## src/rtl/game_state_ctrl_if.sv

```systemverilog
// ============================================================================
// Module : game_state_ctrl_if
// Brief  : Interface that carries the game-event inputs and the screen/sprite
//          control outputs of game_state_ctrl. The pauseKey signal exists only
//          when GAME_PAUSE_EN is defined.
// Rev    : 1.0  initial release
// ============================================================================
`default_nettype none

interface game_state_ctrl_if #(
  parameter int NUM_LIVES    = 3,
  parameter int PELLET_CNT_W = 8
);
  localparam int LIVES_W = $clog2(NUM_LIVES + 1);

  logic                    startOfFrame;
  logic                    startKey;
  logic                    pelletEaten;
  logic                    pacmanHit;
`ifdef GAME_PAUSE_EN
  logic                    pauseKey;
`endif
  logic                    pressToStart;
  logic                    gameWon;
  logic                    gameLost;
  logic                    gameActive;
  logic [LIVES_W-1:0]      livesLeft;
  logic [PELLET_CNT_W-1:0] pelletsLeft;
  logic                    levelRestart;

  // master: keypad/collision/VGA side that produces events
  modport master (
`ifdef GAME_PAUSE_EN
    output pauseKey,
`endif
    output startOfFrame, startKey, pelletEaten, pacmanHit,
    input  pressToStart, gameWon, gameLost, gameActive,
    input  livesLeft, pelletsLeft, levelRestart
  );

  // slave: the game-flow controller
  modport slave (
`ifdef GAME_PAUSE_EN
    input  pauseKey,
`endif
    input  startOfFrame, startKey, pelletEaten, pacmanHit,
    output pressToStart, gameWon, gameLost, gameActive,
    output livesLeft, pelletsLeft, levelRestart
  );
endinterface

`default_nettype wire

```

## src/rtl/game_state_ctrl.sv

```systemverilog
// ============================================================================
// Module : game_state_ctrl
// Brief  : Game-flow FSM (START/PLAY/RESPAWN/WON/LOST, plus PAUSE when the
//          GAME_PAUSE_EN macro is defined). Tracks lives and pellets and times
//          message screens / respawn freeze in VGA frames.
// Rev    : 1.0  initial release
// ============================================================================
`default_nettype none

module game_state_ctrl #(
  parameter int NUM_LIVES       = 3,
  parameter int TOTAL_PELLETS   = 150,
  parameter int PELLET_CNT_W    = 8,
  parameter int MSG_HOLD_FRAMES = 180,
  parameter int RESPAWN_FRAMES  = 60
) (
  input logic              clk,
  input logic              resetN,
  game_state_ctrl_if.slave bus
);

  localparam int LIVES_W    = $clog2(NUM_LIVES + 1);
  localparam int MAX_FRAMES = (MSG_HOLD_FRAMES > RESPAWN_FRAMES) ? MSG_HOLD_FRAMES
                                                                  : RESPAWN_FRAMES;
  localparam int FRAME_W    = (MAX_FRAMES > 1) ? $clog2(MAX_FRAMES) : 1;

  localparam logic [LIVES_W-1:0]      C_LIVES_INIT   = LIVES_W'(NUM_LIVES);
  localparam logic [LIVES_W-1:0]      C_LIVES_ONE    = LIVES_W'(1);
  localparam logic [PELLET_CNT_W-1:0] C_PELLETS_INIT = PELLET_CNT_W'(TOTAL_PELLETS);
  localparam logic [PELLET_CNT_W-1:0] C_PELLETS_ONE  = PELLET_CNT_W'(1);
  localparam logic [PELLET_CNT_W-1:0] C_PELLETS_ZERO = '0;
  localparam logic [FRAME_W-1:0]      C_RESPAWN_LAST = FRAME_W'(RESPAWN_FRAMES - 1);
  localparam logic [FRAME_W-1:0]      C_MSG_LAST     = FRAME_W'(MSG_HOLD_FRAMES - 1);

  typedef enum logic [2:0] {
    S_START   = 3'd0,
    S_PLAY    = 3'd1,
    S_RESPAWN = 3'd2,
    S_WON     = 3'd3,
    S_LOST    = 3'd4
`ifdef GAME_PAUSE_EN
    , S_PAUSE = 3'd5
`endif
  } state_t;

  state_t                  r_state;
  state_t                  w_state_next;
  logic                    r_key_prev;
  logic [FRAME_W-1:0]      r_frame_cnt;
  logic [FRAME_W-1:0]      w_frame_cnt_next;
  logic [LIVES_W-1:0]      r_lives;
  logic [LIVES_W-1:0]      w_lives_next;
  logic [PELLET_CNT_W-1:0] r_pellets;
  logic [PELLET_CNT_W-1:0] w_pellets_next;
  logic                    r_level_restart;
  logic                    w_level_restart_next;
  logic                    r_press_to_start;
  logic                    r_game_won;
  logic                    r_game_lost;
  logic                    r_game_active;

  logic                    w_start_rise;
  logic                    w_win;
  logic                    w_timed;
  logic                    w_pause_rise;

  assign w_start_rise = bus.startKey & ~r_key_prev;
  assign w_win        = bus.pelletEaten && (r_pellets == C_PELLETS_ONE);
  assign w_timed      = (r_state == S_RESPAWN) || (r_state == S_WON) || (r_state == S_LOST);

`ifdef GAME_PAUSE_EN
  logic r_pause_prev;

  assign w_pause_rise = bus.pauseKey & ~r_pause_prev;

  // Reset to 1 so a pause key held through reset does not toggle pause.
  always_ff @(posedge clk or negedge resetN) begin
    if (!resetN) begin
      r_pause_prev <= 1'b1;
    end else begin
      r_pause_prev <= bus.pauseKey;
    end
  end
`else
  assign w_pause_rise = 1'b0;
`endif

  always_comb begin
    w_state_next         = r_state;
    w_lives_next         = r_lives;
    w_pellets_next       = r_pellets;
    w_level_restart_next = 1'b0;

    case (r_state)
      S_START: begin
        if (w_start_rise) begin
          w_state_next         = S_PLAY;
          w_lives_next         = C_LIVES_INIT;
          w_pellets_next       = C_PELLETS_INIT;
          w_level_restart_next = 1'b1;
        end
      end

      S_PLAY: begin
        if (bus.pelletEaten && (r_pellets != C_PELLETS_ZERO)) begin
          w_pellets_next = r_pellets - 1'b1;
        end
        // Eating the last pellet wins even if a ghost hits on the same cycle.
        if (w_win) begin
          w_state_next = S_WON;
        end else if (bus.pacmanHit) begin
          if (r_lives <= C_LIVES_ONE) begin
            w_state_next = S_LOST;
            w_lives_next = '0;
          end else begin
            w_state_next = S_RESPAWN;
            w_lives_next = r_lives - 1'b1;
          end
        end
`ifdef GAME_PAUSE_EN
        else if (w_pause_rise) begin
          w_state_next = S_PAUSE;
        end
`endif
      end

      S_RESPAWN: begin
        if (bus.startOfFrame && (r_frame_cnt == C_RESPAWN_LAST)) begin
          w_state_next         = S_PLAY;
          w_level_restart_next = 1'b1;
        end
      end

      S_WON, S_LOST: begin
        if (bus.startOfFrame && (r_frame_cnt == C_MSG_LAST)) begin
          w_state_next = S_START;
        end
      end

`ifdef GAME_PAUSE_EN
      S_PAUSE: begin
        if (w_pause_rise) begin
          w_state_next = S_PLAY;
        end
      end
`endif

      default: begin
        w_state_next = S_START;
      end
    endcase
  end

  // Frames are only counted in timed screens, so the counter cannot wrap.
  always_comb begin
    w_frame_cnt_next = r_frame_cnt;
    if (w_state_next != r_state) begin
      w_frame_cnt_next = '0;
    end else if (w_timed && bus.startOfFrame) begin
      w_frame_cnt_next = r_frame_cnt + 1'b1;
    end
  end

  always_ff @(posedge clk or negedge resetN) begin
    if (!resetN) begin
      r_state          <= S_START;
      r_key_prev       <= 1'b1;
      r_frame_cnt      <= '0;
      r_lives          <= C_LIVES_INIT;
      r_pellets        <= C_PELLETS_INIT;
      r_level_restart  <= 1'b0;
      r_press_to_start <= 1'b1;
      r_game_won       <= 1'b0;
      r_game_lost      <= 1'b0;
      r_game_active    <= 1'b0;
    end else begin
      r_state          <= w_state_next;
      r_key_prev       <= bus.startKey;
      r_frame_cnt      <= w_frame_cnt_next;
      r_lives          <= w_lives_next;
      r_pellets        <= w_pellets_next;
      r_level_restart  <= w_level_restart_next;
      r_press_to_start <= (w_state_next == S_START);
      r_game_won       <= (w_state_next == S_WON);
      r_game_lost      <= (w_state_next == S_LOST);
      r_game_active    <= (w_state_next == S_PLAY);
    end
  end

  assign bus.pressToStart = r_press_to_start;
  assign bus.gameWon      = r_game_won;
  assign bus.gameLost     = r_game_lost;
  assign bus.gameActive   = r_game_active;
  assign bus.livesLeft    = r_lives;
  assign bus.pelletsLeft  = r_pellets;
  assign bus.levelRestart = r_level_restart;

endmodule

`default_nettype wire

```

## src/flat_wrapper.sv

```systemverilog
// flat-port wrapper written by rule: the top's interface ports become plain ports
module game_state_ctrl_flat 
#(
  parameter int NUM_LIVES       = 3,
  parameter int TOTAL_PELLETS   = 150,
  parameter int PELLET_CNT_W    = 8,
  parameter int MSG_HOLD_FRAMES = 180,
  parameter int RESPAWN_FRAMES  = 60
)
  (clk, resetN, bus_startOfFrame, bus_startKey, bus_pelletEaten, bus_pacmanHit, bus_pressToStart, bus_gameWon, bus_gameLost, bus_gameActive, bus_livesLeft, bus_pelletsLeft, bus_levelRestart);
  game_state_ctrl_if #(.NUM_LIVES(NUM_LIVES), .PELLET_CNT_W(PELLET_CNT_W)) bus_i ();
  input logic clk;
  input logic resetN;
  input wire logic [$bits(bus_i.startOfFrame)-1:0] bus_startOfFrame;
  input wire logic [$bits(bus_i.startKey)-1:0] bus_startKey;
  input wire logic [$bits(bus_i.pelletEaten)-1:0] bus_pelletEaten;
  input wire logic [$bits(bus_i.pacmanHit)-1:0] bus_pacmanHit;
  output wire logic [$bits(bus_i.pressToStart)-1:0] bus_pressToStart;
  output wire logic [$bits(bus_i.gameWon)-1:0] bus_gameWon;
  output wire logic [$bits(bus_i.gameLost)-1:0] bus_gameLost;
  output wire logic [$bits(bus_i.gameActive)-1:0] bus_gameActive;
  output wire logic [$bits(bus_i.livesLeft)-1:0] bus_livesLeft;
  output wire logic [$bits(bus_i.pelletsLeft)-1:0] bus_pelletsLeft;
  output wire logic [$bits(bus_i.levelRestart)-1:0] bus_levelRestart;
  assign bus_i.startOfFrame = bus_startOfFrame;
  assign bus_i.startKey = bus_startKey;
  assign bus_i.pelletEaten = bus_pelletEaten;
  assign bus_i.pacmanHit = bus_pacmanHit;
  assign bus_pressToStart = bus_i.pressToStart;
  assign bus_gameWon = bus_i.gameWon;
  assign bus_gameLost = bus_i.gameLost;
  assign bus_gameActive = bus_i.gameActive;
  assign bus_livesLeft = bus_i.livesLeft;
  assign bus_pelletsLeft = bus_i.pelletsLeft;
  assign bus_levelRestart = bus_i.levelRestart;
  game_state_ctrl #(.NUM_LIVES(NUM_LIVES), .TOTAL_PELLETS(TOTAL_PELLETS), .PELLET_CNT_W(PELLET_CNT_W), .MSG_HOLD_FRAMES(MSG_HOLD_FRAMES), .RESPAWN_FRAMES(RESPAWN_FRAMES)) u_core (.clk(clk), .resetN(resetN), .bus(bus_i));
endmodule
```

## config.mk

```make
export PLATFORM = sky130hd
export DESIGN_NAME = game_state_ctrl_flat
export DESIGN_NICKNAME = d
export VERILOG_FILES = /design/src/rtl/game_state_ctrl_if.sv /design/src/rtl/game_state_ctrl.sv /design/src/flat_wrapper.sv
export SDC_FILE = /design/constraint.sdc
export NUM_CORES = 1
export LEC_CHECK = 0
export CORE_MARGIN = 3
export CORE_UTILIZATION = 54
export DETAILED_ROUTE_END_ITERATION = 12
export HOLD_SLACK_MARGIN = 0.08
export PLACE_DENSITY = 0.79
export REMOVE_ABC_BUFFERS = 1
export SYNTH_ARGS = -nofsm -noshare
export SYNTH_HDL_FRONTEND = slang
export SYNTH_SLANG_ARGS = --single-unit
```

## constraint.sdc

```tcl
create_clock -name clk -period 2 [get_ports clk]
set_input_delay 0.3 -clock clk [delete_from_list [all_inputs] [get_ports clk]]
set_output_delay 0.3 -clock clk [all_outputs]
set_load 0.01 [all_outputs]
```

# == After elaboration in Yosys (flattened, before gate mapping) ==
# Index checks and enable logic that the tools add are counted.
# totals
ff_bits,27
rom_bits,0
memories,0
latch_bits,0
out_inout_bits,15
ram_bits,0
# op_classes
shift,0
n_addsub,3
div_mod_pow,0
muxes,20
bitwise_logic,2
order_cmp,1
eq_ne,15
mul,0
n_reduce_logical,15
# ops
cell,n
8-bit two-way mux,4
3-bit two-way mux,6
8-bit one-hot mux with 2 select lines,1
3-bit one-hot mux with 4 select lines,1
3-bit by 2-bit == test with 1-bit output (second input constant),3
8-bit by 1-bit adder with 8-bit output (second input constant),1
8-bit by 1-bit == test with 1-bit output (second input constant),1
8-bit by 6-bit == test with 1-bit output (second input constant),1
8-bit == test (second input constant),1
2-bit two-way mux,4
8-bit nonzero test,1
8-bit by 1-bit subtractor with 8-bit output (second input constant),1
3-bit by 1-bit == test with 1-bit output (second input constant),2
3-bit == test (second input constant),2
3-bit logical NOT,2
1-bit logical AND,5
2-bit by 1-bit != test with 1-bit output (second input constant),2
2-bit != test (second input constant),2
2-bit one-hot mux with 2 select lines,1
4-bit AND reduction,1
2-bit nonzero test,2
3-bit != test,1
3-bit AND reduction,1
2-bit by 1-bit <= comparator with 1-bit output (second input constant),1
other kinds (7),9

# == Logic depth before layout (Yosys ltp) ==
# depth
depth_word,7
mapped_depth,7
depth_no_buf,6

# == Worst setup path after synthesis ==
# Ideal clock, no wire load.
# synth_timing
kind,register to register
from,"register u_core.r_pellets[1], in the netlist u_core.bus.pelletsLeft[1]"
to,"register u_core.r_pellets[4], in the netlist u_core.bus.pelletsLeft[4]"
path_buffers,0
path_slack_ns,0.184
stages_incl_launch_ff,7
t_required_ns,1.936
t_arrival_ns,1.751
period_less_slack_ns,1.816
setup_ns,0.064
path_cell_list,dfstp_2 -> inv_1 -> ha_1 -> nand2b_1 -> o311ai_4 -> or4_2 -> nand3_1
# synth_via
elab_chain_len,4
# synth_lines
item,line_no,source
start: declaration,game_state_ctrl.sv:53,logic [PELLET_CNT_W-1:0] r_pellets;
start signal: assignment,game_state_ctrl.sv:181,r_pellets <= w_pellets_next;
"parallel branches: the longest is 4 deep, another holds 8-bit by 1-bit subtractor with 8-bit output",n/a,
# Several ways; the timed one is not identified. The select of a mux whose other input is x is not followed.
# A chain may end at the register's enable or synchronous reset.

# == Worst setup path after layout ==
# layout_timing
from,register u_core.r_frame_cnt[0]
to,register u_core.r_frame_cnt[3]
# layout_via
elab_chain_len,6
# layout_lines
item,line_no,source
start: declaration,game_state_ctrl.sv:49,logic [FRAME_W-1:0] r_frame_cnt;
start signal: assignment,game_state_ctrl.sv:179,r_frame_cnt <= w_frame_cnt_next;
8-bit == test / 8-bit by 6-bit == test with 1-bit output (equally long branches),"game_state_ctrl.sv:135, game_state_ctrl.sv:128",
"1-bit logical AND, on equally long branches","game_state_ctrl.sv:135, game_state_ctrl.sv:128",
"3-bit two-way mux, on equally long branches","game_state_ctrl.sv:135, game_state_ctrl.sv:128",
3-bit one-hot mux with 4 select lines,game_state_ctrl.sv:94,case (r_state)
3-bit != test,game_state_ctrl.sv:157,if (w_state_next != r_state) begin
8-bit two-way mux / 2-bit nonzero test (equally long branches),n/a,
# Parallel ways exist; a longest one is shown, timed or not. The select of a mux whose other input is x is not followed.

==> results.md <==
- The flow ran to the end, and the final reports show no timing, DRC or antenna violations.
- Detailed placement finished with a half-perimeter wire length of 2370 um.
- The total global routing overflow is 0.
- The slowest stage of the critical path belongs to the cell sky130_fd_sc_hd__dfrtp_1.
- The worst-case IR drop observed on VDD is 0.989 mV.
- STA classifies the critical path startpoint as a flip-flop.
- In the global route stage, overall resource usage came out at 0.200.
- Of the total synthesized cell area, the portion taken by AND, OR, NAND and NOR gates is 0.237.
- Of the available clock period, the critical path in the final layout requires 0.963.
- The count of hold-fix buffers inserted at cts is 0.
- The number of antenna violations at the first check in global routing is 0.
- The clock passes through at most 2 buffers.
- Cell internal power was estimated by the tool at 1.09 mW.
- The met2 layer wire length in the routed design is 1530 um.
- sky130_fd_sc_hd__dfrtp_1 takes more of the synthesized area than any other cell.
- Setup violations remaining at the end of the flow were counted as 0.
- Summing all multi-input logic gate instances after layout gives 764 sq um.
- The mean instance size in the synthesized netlist is 10.6 sq um.
- For the final database, setup skew stands at 2.75 ps.
- Of the synthesized area, sequential elements account for 0.454.
- The relative max-transition margin is 0.743.
- The via count of the first global-routing pass came to 1194.
- During synthesis, Yosys emitted a total of 0 warnings.
- In this run the remaining antenna-violating nets after routing total 0.
- For this run, the leading register cell type out of synthesis is sky130_fd_sc_hd__dfrtp_1.
- The mapped netlist covers 1510 sq um.
- The wire length of the first global-routing pass is 5300 um.
- The fraction of synthesized cell area taken by the top area cell type is 0.315.
- After detailed routing, the wire length on met1 is 1410 um.
- The standard cell core area is 2570 sq um.
- Of the total power, combinational logic draws 0.372.
- The number of distinct library cells after synthesis is 48.
- The post-route minimum period is 1930 ps.
- In the final layout, the share of cells above drive strength 1 is 0.206.
- The met3 wire length is 109 um.
- Routability-driven placement finished with a final weighted congestion of 0.833.
- The iteration count of the initial detailed-routing pass is 4.
- TritonCTS built the clock tree.
- The worst-skew pair later-pin latency is 320 ps.
- Ranked by total cell area, the synthesized netlist is headed by sky130_fd_sc_hd__dfrtp_1 (31%), sky130_fd_sc_hd__dfstp_2 (14%), sky130_fd_sc_hd__o311ai_4 (3.5%).
- The highest layer touched by signal routing is met4.
- The design draws 1.70 mW.
- The wire length reported by the detailed router is 3110 um.
- In the routed design, unresolved DRC markers number 0.
- STA classifies the critical path endpoint as a flip-flop.
- The share of power burned in the clock network is 0.136.
- For the pin with the worst max-slew slack, the measured transition is 381 ps.
- The compound-gate portion of the synthesized area came to 0.177.
- Counting the buffers created by CTS gives 3.
- The sequential share of power is 0.493.
- The final number of max-transition violations is 0.
- The required time of the critical path is 2210 ps.
- After filler insertion, the fill cell instance count of the layout stands at 193.
- Of the total synthesized cell area, the portion taken by XOR and XNOR cells is 0.0348.
- The buffering stage count on the worst path with inverters included is 1.
- The I/O pin total is 21.
- The count of cells resized by post-cts repair is 0.
- The worst endpoint data arrival time is 2130 ps.
- Measured along the y axis, the die boundary spans 58.9 um.
- The average vias per placed instance is 6.15.
- Summing over every cut layer, the via total after detailed routing is 1230.
- The combinational family with the most area after synthesis is simple AND/OR/NAND/NOR gates.
- The share of async-settable or async-resettable flops after synthesis is 1.00.
- The power density over cell area is 936 nW/um^2.
- Clock-pin slew was measured on the worst setup and hold paths at 130 ps.
- The number of hold violations in the final report was 0.
- For this block, the initial DRC count from the detailed router was 54.
- The number of instances in the synthesized netlist is 142.
- The area added between synthesis and finish is 20.5%.
- Counting every sink on the clock net gives 27.
- By startpoint and endpoint, the worst setup path is classified as reg -> reg.
- The post-synthesis sequential element count is 27.
- The pin count of the biggest net entering global routing is 28.
- In this run the power spent charging and discharging nets is 0.616 mW.
- The non-filler instance count after layout is 200.
- The top cell types in the final layout, fill and taps aside, are sky130_fd_sc_hd__clkdlybuf4s50_1 (20), sky130_fd_sc_hd__dfrtp_1 (18), sky130_fd_sc_hd__buf_4 (12).
- The largest delay contributor family on the critical path is compound AO/OA/AOI/OAI gates.
- Leaving out fill and tap cells, the most frequent cell in the layout is sky130_fd_sc_hd__clkdlybuf4s50_1.
- Yosys mapped a number of flops with a built-in enable equal to 0.
- The number of max-capacitance violations reported is 0.
- The sequential cell area is 687 sq um.
- The maximum single-stage delay on the critical path is 410 ps.
- Traced cell by cell, the critical path runs through ha_1 -> nor4bb_1 -> o211ai_1 -> a222oi_1 -> buf_4 -> nor3_1.
- The mux cell area share after synthesis is 0.0199.
- Of the total power, the share spent switching nets is 0.361.
- Based on the critical path, the design can be clocked at up to 519 MHz.
- For this configuration, the core starts out at a cell density of 0.588.
- The net count of the finished layout is 181.
- The accumulated negative setup slack is 0 ps.
- Of the total synthesized cell area, the portion taken by full adders, half adders and majority gates is 0.0331.
- Clock tree synthesis selected as its root buffer the cell sky130_fd_sc_hd__clkbuf_4.
- 0 antenna diodes ended up in the layout.
- After detailed routing, the average wire length per cell comes to 15.5 um.
- Buffers added to address setup during post-CTS repair amount to 0.
- In this run the number of H-tree levels came out at 1.
- The die footprint is 3470 sq um.
- Setup repair after global routing left no endpoint under its margin.
- The number of placed cells counting well taps is 196.
- The count of input and output buffers is 20.
- The die extent in x is 58.9 um.
- In this run the core area contains 18 standard-cell rows.
- The leakage power total is 0.724 nW.
- Of all nets on the critical path, the largest fanout is 8.
- In this run the worst hold path is classified as in -> async.
-- metrics by stage --
step                      setup WS, ps   util  area, sq um  hold WS (ps)
after floorplan                   3.09      -         1460          4.41
after global placement           -57.8  0.696         1790           487
after detailed placement          -132  0.696         1790           498
after CTS                         60.3  0.706         1810           336
after global routing              7.53  0.709         1820           334
final                             74.8  0.709         1820           323
-- worst reg2reg max path: cells and delay by family, from the launching register on --
kind                       cells  cell delay (ps)
buffers and inverters          1              220
AOI/OAI and AO/OA              2              560
adders and majority gates      1              220
DFF                            1              410
and+or+nand+nor                2              420
-- kinds of logic after synthesis --
| group | Yosys count |
|---|---|
| AOI/OAI and AO/OA | 32 |
| xor gates and xnor gates | 6 |
| adders and majority gates | 4 |
| buffers and inverters | 12 |
| DFF | 27 |
| muxes | 3 |
| and+or+nand+nor | 58 |
-- synthesized netlist by cell type (2+ instances only) --
library cell	number
sky130_fd_sc_hd__inv_1	4
sky130_fd_sc_hd__o2111ai_1	4
sky130_fd_sc_hd__buf_6	2
sky130_fd_sc_hd__a21oi_1	2
sky130_fd_sc_hd__o21ai_0	7
sky130_fd_sc_hd__a211oi_1	2
sky130_fd_sc_hd__buf_2	4
sky130_fd_sc_hd__dfrtp_1	19
sky130_fd_sc_hd__o311ai_4	2
sky130_fd_sc_hd__or3_1	3
sky130_fd_sc_hd__nor2b_1	3
sky130_fd_sc_hd__xor2_1	6
sky130_fd_sc_hd__o211ai_1	6
sky130_fd_sc_hd__and3_1	2
sky130_fd_sc_hd__mux2i_1	3
sky130_fd_sc_hd__nor2_1	6
sky130_fd_sc_hd__dfstp_2	8
sky130_fd_sc_hd__ha_1	4
sky130_fd_sc_hd__nand3_1	7
sky130_fd_sc_hd__nor4bb_1	2
sky130_fd_sc_hd__nand2_1	10
sky130_fd_sc_hd__nor3_1	8
sky130_fd_sc_hd__o31ai_1	3
-- sequential cells by signal, summed over array words and instances, names as in the netlist --
signal / flops
u_core.bus.gameActive: 1
u_core.bus.gameWon: 1
u_core.bus.gameLost: 1
u_core.r_frame_cnt: 8
u_core.bus.livesLeft: 2
u_core.r_state: 3
u_core.bus.pressToStart: 1
u_core.bus.pelletsLeft: 8
u_core.r_key_prev: 1
u_core.bus.levelRestart: 1
-- power by group through the flow --
stage          combinational, mW  clock, mW  sequential (mW)
6_report                   0.633      0.231            0.840
5_1_grt                    0.705      0.259            0.862
4_1_cts                    0.641      0.236            0.838
3_5_place_dp               0.638          0            0.849
3_3_place_gp               0.620          0            0.834
2_1_floorplan              0.308          0            0.854
-- cell type report --
cell class / count / share of cell area
inverters: 4 / 0.00825
repair buffers: 32 / 0.159
well taps: 30 / 0.0206
clock buffers: 4 / 0.0144
multi-input cells: 103 / 0.420
flip-flops and latches: 27 / 0.377
-- final timing paths --
path                                                     startpoint                                     to  slack, ps  cells after the start
worst max-delay path              u_core.r_frame_cnt[0]$_DFFE_PN0P_      u_core.r_frame_cnt[3]$_DFFE_PN0P_         70                      6
worst min-delay path                                         resetN  u_core.bus.pelletsLeft[3]$_DFFE_PN0P_        320                      2
worst max register to register    u_core.r_frame_cnt[0]$_DFFE_PN0P_      u_core.r_frame_cnt[3]$_DFFE_PN0P_         70                      6
worst min register to register  u_core.bus.livesLeft[0]$_DFFE_PN1P_    u_core.bus.livesLeft[0]$_DFFE_PN1P_        520                      2
max in group asynchronous                                    resetN      u_core.bus.pressToStart$_DFF_PN1_       1380                      2
min in group clk                                       bus_startKey            u_core.r_key_prev$_DFF_PN1_        410                      1
-- layer usage --
metal | vias up | track usage
li1 | 596 | -
met1 | 598 | 0.249
met2 | 28 | 0.330
met3 | 8 | 0.0329
met4 | 0 | 0.107
met5 | - | 0
Power figures use the tool's default switching activity.
